`config.mk`:
```
export PLATFORM = sky130hd
export DESIGN_NAME = cim_layer_sequencer
export DESIGN_NICKNAME = d
export VERILOG_FILES = /design/src/rtl/cim_seq_pkg.sv /design/src/rtl/cim_layer_slot.sv /design/src/rtl/cim_layer_sequencer.sv
export SDC_FILE = /design/constraint.sdc
export NUM_CORES = 1
export LEC_CHECK = 0
export ABC_AREA = 1
export CAP_MARGIN = 25
export CORE_MARGIN = 8
export CORE_UTILIZATION = 38
export CTS_CLUSTER_DIAMETER = 80
export DETAILED_ROUTE_END_ITERATION = 10
export PLACE_DENSITY_LB_ADDON = 0.2
export SYNTH_ARGS = -nofsm -noshare
export SYNTH_HDL_FRONTEND = slang
export SYNTH_HIERARCHICAL = 1
export SYNTH_SLANG_ARGS = --single-unit
```
`constraint.sdc`:
```
create_clock -name clk -period 4.9 [get_ports clk]
set_clock_uncertainty 0.1 [all_clocks]
set_input_delay 1.225 -clock clk [delete_from_list [all_inputs] [get_ports clk]]
set_output_delay 1.225 -clock clk [all_outputs]
set_load 0.02 [all_outputs]
```
`src/rtl/cim_seq_pkg.sv`:
```
// Shared types and helpers for the CIM layer-chain sequencer.
package cim_seq_pkg;

  typedef enum logic [1:0] {
    IDLE      = 2'd0,
    COMPUTE   = 2'd1,
    WAIT_NEXT = 2'd2,
    FUNC      = 2'd3
  } layer_state_t;

  // Layer 0 can hold one image in its input token and another in its datapath,
  // so peak occupancy is num_layers+2; size the counter so that value fits.
  function automatic int inflight_w(input int num_layers);
    return $clog2(num_layers + 3);
  endfunction

endpackage

```
`src/rtl/cim_layer_slot.sv`:
```
// One layer of the chain: input token, layer FSM, registered start/func pulses.
// With SEQ_PERF_CNT_EN defined the slot also exposes a WAIT_NEXT flag.
//
// state     | meaning
// IDLE      | layer empty, waiting for its input token
// COMPUTE   | CIM array running, waiting for layer_done
// WAIT_NEXT | result held, waiting for the downstream buffer to be free
// FUNC      | function unit writing result onward, waiting for func_done
module cim_layer_slot
  import cim_seq_pkg::*;
(
  input  logic clk,
  input  logic rst,
  input  logic set_tok,
  input  logic next_free,
  input  logic layer_done,
  input  logic func_done,
  output logic tok,
  output logic start,
  output logic func_start,
  output logic busy,
  output logic fire
`ifdef SEQ_PERF_CNT_EN
  ,
  output logic waiting
`endif
);

  layer_state_t state, state_nxt;
  logic         tok_nxt;
  logic         start_nxt;
  logic         func_start_nxt;

  always_comb begin
    state_nxt      = state;
    tok_nxt        = tok | set_tok;
    start_nxt      = 1'b0;
    func_start_nxt = 1'b0;
    fire           = 1'b0;
    case (state)
      IDLE: begin
        if (tok) begin
          state_nxt = COMPUTE;
          tok_nxt   = set_tok;
          start_nxt = 1'b1;
        end
      end
      COMPUTE: begin
        if (layer_done) state_nxt = WAIT_NEXT;
      end
      WAIT_NEXT: begin
        if (next_free) begin
          state_nxt      = FUNC;
          func_start_nxt = 1'b1;
        end
      end
      FUNC: begin
        if (func_done) begin
          state_nxt = IDLE;
          fire      = 1'b1;
        end
      end
      default: state_nxt = IDLE;
    endcase
  end

  always_ff @(posedge clk) begin
    if (rst) begin
      state      <= IDLE;
      tok        <= 1'b0;
      start      <= 1'b0;
      func_start <= 1'b0;
      busy       <= 1'b0;
    end else begin
      state      <= state_nxt;
      tok        <= tok_nxt;
      start      <= start_nxt;
      func_start <= func_start_nxt;
      busy       <= (state_nxt != IDLE);
    end
  end

`ifdef SEQ_PERF_CNT_EN
  assign waiting = (state == WAIT_NEXT);
`endif

endmodule

```
`src/rtl/cim_layer_sequencer.sv`:
```
// Handshake sequencer for a chain of CIM layers: image/result handshakes, counters.
// Defining SEQ_PERF_CNT_EN adds the o_stall_cycles performance counter.
module cim_layer_sequencer
  import cim_seq_pkg::*;
#(
  parameter int NUM_LAYERS = 5,
  parameter int PIPELINED  = 1,
  parameter int CNT_W      = 16
) (
  input  logic                                clk,
  input  logic                                rst,
  input  logic                                i_img_valid,
  output logic                                o_img_ready,
  output logic [NUM_LAYERS-1:0]               o_start,
  input  logic [NUM_LAYERS-1:0]               i_layer_done,
  output logic [NUM_LAYERS-1:0]               o_func_start,
  input  logic [NUM_LAYERS-1:0]               i_func_done,
  output logic                                o_result_valid,
  input  logic                                i_result_ready,
  output logic [NUM_LAYERS-1:0]               o_busy,
  output logic [inflight_w(NUM_LAYERS)-1:0]   o_in_flight,
  output logic [CNT_W-1:0]                    o_img_count
`ifdef SEQ_PERF_CNT_EN
  ,
  output logic [CNT_W-1:0]                    o_stall_cycles
`endif
);

  logic [NUM_LAYERS-1:0] tok;
  logic [NUM_LAYERS-1:0] fire;
  logic [NUM_LAYERS-1:0] set_tok;
  logic [NUM_LAYERS-1:0] next_free;
  logic                  img_hs;
  logic                  res_hs;
`ifdef SEQ_PERF_CNT_EN
  logic [NUM_LAYERS-1:0] waiting;
`endif

  assign o_img_ready = !tok[0] && ((PIPELINED != 0) || (o_in_flight == '0));
  assign img_hs      = i_img_valid && o_img_ready;
  assign res_hs      = o_result_valid && i_result_ready;

  for (genvar g = 0; g < NUM_LAYERS; g++) begin : g_layer
    if (g == 0) begin : g_src
      assign set_tok[g] = img_hs;
    end else begin : g_src
      assign set_tok[g] = fire[g-1];
    end

    // The output slot is judged on registered o_result_valid, costing one
    // bubble when a result is consumed and the next is ready to move in.
    if (g == NUM_LAYERS - 1) begin : g_dst
      assign next_free[g] = !o_result_valid;
    end else begin : g_dst
      assign next_free[g] = !o_busy[g+1] && !tok[g+1];
    end

    cim_layer_slot u_slot (
      .clk        (clk),
      .rst        (rst),
      .set_tok    (set_tok[g]),
      .next_free  (next_free[g]),
      .layer_done (i_layer_done[g]),
      .func_done  (i_func_done[g]),
      .tok        (tok[g]),
      .start      (o_start[g]),
      .func_start (o_func_start[g]),
      .busy       (o_busy[g]),
      .fire       (fire[g])
`ifdef SEQ_PERF_CNT_EN
      ,
      .waiting    (waiting[g])
`endif
    );
  end

  always_ff @(posedge clk) begin
    if (rst) begin
      o_result_valid <= 1'b0;
      o_in_flight    <= '0;
      o_img_count    <= '0;
    end else begin
      if (fire[NUM_LAYERS-1]) o_result_valid <= 1'b1;
      else if (res_hs)        o_result_valid <= 1'b0;

      case ({img_hs, res_hs})
        2'b10:   o_in_flight <= o_in_flight + 1'b1;
        2'b01:   o_in_flight <= o_in_flight - 1'b1;
        default: o_in_flight <= o_in_flight;
      endcase

      if (res_hs) o_img_count <= o_img_count + 1'b1;
    end
  end

`ifdef SEQ_PERF_CNT_EN
  always_ff @(posedge clk) begin
    if (rst) begin
      o_stall_cycles <= '0;
    end else if ((|waiting) && (o_stall_cycles != '1)) begin
      o_stall_cycles <= o_stall_cycles + 1'b1;
    end
  end
`endif

endmodule

```
==> results.json <==
{
  "fp.dieArea_mm2": 0.00855,
  "yosysTopAreaCell": "dfxtp_1",
  "mappedNetlistArea_mm2": 0.00222,
  "p_leak_nw": 1.31,
  "n_fill_cell": 577,
  "port_buffers": 49,
  "grt_max_degree": 17,
  "cp-end-kind": "register",
  "crit_path_max_fanout": 6,
  "hp-class": "register to register",
  "slew_headroom_pct": 73.4,
  "dpl_cell_area_mm2": 0.00280,
  "totalWireLength_mm": 4.48,
  "fin_setup_tns_ns": 0,
  "htreeDepth": 2,
  "drtAntennaViolNets": 0,
  "clk_pin_slew_ns": 0.09,
  "cts_max_path_buffers": 2,
  "critPathLaunchType": "input port",
  "p_sw_mw": 0.164,
  "fin_area_mm2": 0.00291,
  "die_width_um": 92.5,
  "rsz0062_at_grt": "no",
  "synth_nets": 305,
  "vias_per_cell": 4.52,
  "coreArea_mm2": 0.00578,
  "fmax_ghz": 0.348,
  "crit_buf_inv": 3,
  "crit_family": "buffers and inverters",
  "postCtsHoldBufs": 0,
  "drc": 0,
  "die_y_um": 92.5,
  "tritoncts": "yes",
  "cts_resized": 0,
  "grtUsageTotal_pct": 10.9,
  "cts_made_buffers": 5,
  "cts.sinks": 50,
  "rrSetupSlack_ns": 3.02,
  "seqPwrFrac_pct": 55.1,
  "cp.required_ns": 5.00,
  "synth_cell_types": 28,
  "fin_crit_ns": 2.88,
  "syn_area_per_cell_um2": 7.72,
  "gp_congestion": 0.744,
  "cp_slowest_stage_delay_ns": 0.50,
  "routedWlPerCell_um": 10.7,
  "worstSetupPathType": "input port to register",
  "row_count": 28,
  "p_per_area_mw_per_mm2": 258,
  "internal_power_mw": 0.589,
  "ys_warn_count": 6,
  "ir_drop_v": 0.000144,
  "hpwlAfterDp_mm": 3.51,
  "finalHoldViolCount": 0,
  "status": "complete, no violations",
  "finalCritPeriodShare_pct": 58.7,
  "grt_pass1_wl_mm": 7.66,
  "root_buffer": "clkbuf_8",
  "clock_latency_ns": 0.30,
  "grt_pass1_vias": 1807,
  "start_util_pct": 38.4,
  "drv_cap": 0,
  "dr.pass1.iters": 4,
  "setup_violations": 0,
  "synth_top_area_share_pct": 45.0,
  "synthCells": 288,
  "ys_seq_elements": 50,
  "num_antenna_cells": 0,
  "crit_arrival_ns": 2.97,
  "ys_top_cells_by_area": "dfxtp_1, inv_1, nand3_1, nand2_1, nor2_1",
  "drive_gt1_share_pct": 11.3,
  "area_growth_pct": 31.0,
  "num_vias": 1892,
  "finalMaxSlewViolations": 0,
  "crit_slowest_cell": "clkdlybuf4s50_1",
  "swShare_pct": 21.8,
  "clkPwrFrac_pct": 37.9,
  "yosysSeqAreaShare_pct": 45.0,
  "antenna_found_initial": 0,
  "tightestPinTransition_ns": 0.398,
  "whs_ns": 0.365,
  "worstPathCellList": "clkdlybuf4s50_1, nand2_4, inv_2, ha_1, inv_1, fa_1, a21oi_1, o21ai_0, o21ai_0, a21oi_1",
  "comb_power_share_pct": 7.0,
  "drt_iter0_drc": 65,
  "grt_overflow": 0,
  "nets": 360,
  "ios": 50,
  "postCtsSetupBuffers": 0
}
-- stage by stage --
stage	setup slack, ns	total power [mW]	cells	util [%]
2_1_floorplan	2.31	0.450	288	-
3_3_place_gp	1.72	0.477	411	48.5
4_1_cts	2.02	0.767	419	50.4
5_1_grt	1.87	0.789	419	50.4
6_report	2.02	0.752	419	50.4
3_5_place_dp	1.68	0.477	411	48.5
-- synthesized netlist by cell type, drive strengths merged --
library cell  count
fa                1
xnor2             1
o21ai             9
clkinv            4
a21oi            11
inv              59
nand3            42
o21bai            1
ha                2
nor3              2
a31oi             1
nor2             50
nand4             2
nand2            44
a22o              5
buf               2
dfxtp            50
xor2              2
-- placed cells by master (no fill, tap or decap) --
cell type / synthesis / final
nand2_2: 3 / 3
inv_2: 2 / 2
o21ai_0: 6 / 6
xor2_1: 2 / 2
inv_1: 57 / 57
buf_4: 1 / 1
nor2_2: 7 / 7
nor2_8: 1 / 1
fa_1: 1 / 1
nor2_1: 33 / 33
a31oi_1: 1 / 1
bufinv_16: 0 / 1
nor2_4: 9 / 9
clkinvlp_4: 0 / 1
clkbuf_1: 0 / 1
clkinv_1: 4 / 4
o21ai_1: 2 / 2
nand2_1: 39 / 39
nand4_1: 2 / 2
nor3_1: 2 / 2
o21bai_1: 1 / 1
ha_1: 2 / 2
clkdlybuf4s50_1: 0 / 49
o21ai_2: 1 / 1
nand2_4: 2 / 2
clkbuf_8: 0 / 5
xnor2_1: 1 / 1
nand3_1: 36 / 36
a22o_1: 5 / 5
a21oi_1: 11 / 11
dfxtp_1: 50 / 50
nand3_2: 6 / 6
-- logic make-up after synthesis --
| group | share of synthesized area [%] |
|---|---|
| AOI/OAI and AO/OA | 7.26 |
| buffers and inverters | 11.2 |
| adders and majority gates | 2.03 |
| and+or+nand+nor | 33.3 |
| DFF | 45.0 |
| xor gates and xnor gates | 1.18 |
-- metal layers --
| layer | vias up | GRT usage [%] | part of all wire [%] |
|---|---|---|---|
| met3 | 8 | 4.69 | 8.4 |
| met4 | 0 | 4.43 | 1.5 |
| li1 | 1005 | - | - |
| met1 | 833 | 11.9 | 46 |
| met2 | 46 | 18.1 | 44 |
| met5 | - | 0 | 0 |
-- flip-flops by register name (all words and copies together), names as in the netlist --
name and count:
g_layer.u_slot/func_start 5, g_layer.u_slot/start 5, o_result_valid 1, g_layer.u_slot/busy 5, g_layer.u_slot/tok 5, o_in_flight 3, o_img_count 16, g_layer.u_slot/state 10
-- power by group through the flow --
stage	logic [mW]	registers, mW	clock network (mW)
after floorplan	0.0224	0.428	0
after CTS	0.0532	0.415	0.299
after detailed placement	0.0532	0.424	0
after global routing	0.0580	0.416	0.315
final	0.0525	0.415	0.285
after global placement	0.0524	0.424	0
-- worst register-to-register path, cell delays in order, from the launching register on --
cell	delay, ns
dfxtp_1	0.42
nand2_4	0.13
inv_2	0.11
ha_1	0.14
inv_1	0.06
fa_1	0.38
a21oi_1	0.14
o21ai_0	0.10
o21ai_0	0.16
a21oi_1	0.05
-- area by class of cell --
type                    count  area, um^2  area share, %
repair buffers             50         498           17.1
well taps                  75        93.8           3.22
clock buffers               6        72.6           2.49
inverters                  63         236           8.12
clock inverters             2        37.5           1.29
multi-input cells         173         972           33.4
flip-flops and latches     50        1000           34.4
-- path summary, 6_finish.rpt --
check / startpoint / end / depth (start not counted)
max: i_result_ready / o_in_flight[2]$_SDFFE_PP0P_ / 10
min: o_in_flight[2]$_SDFFE_PP0P_ / o_in_flight[2]$_SDFFE_PP0P_ / 2
min reg2reg: o_in_flight[2]$_SDFFE_PP0P_ / o_in_flight[2]$_SDFFE_PP0P_ / 2
max reg2reg: o_result_valid$_SDFFE_PP0P_ / o_in_flight[2]$_SDFFE_PP0P_ / 9
Power figures use the tool's default switching activity.
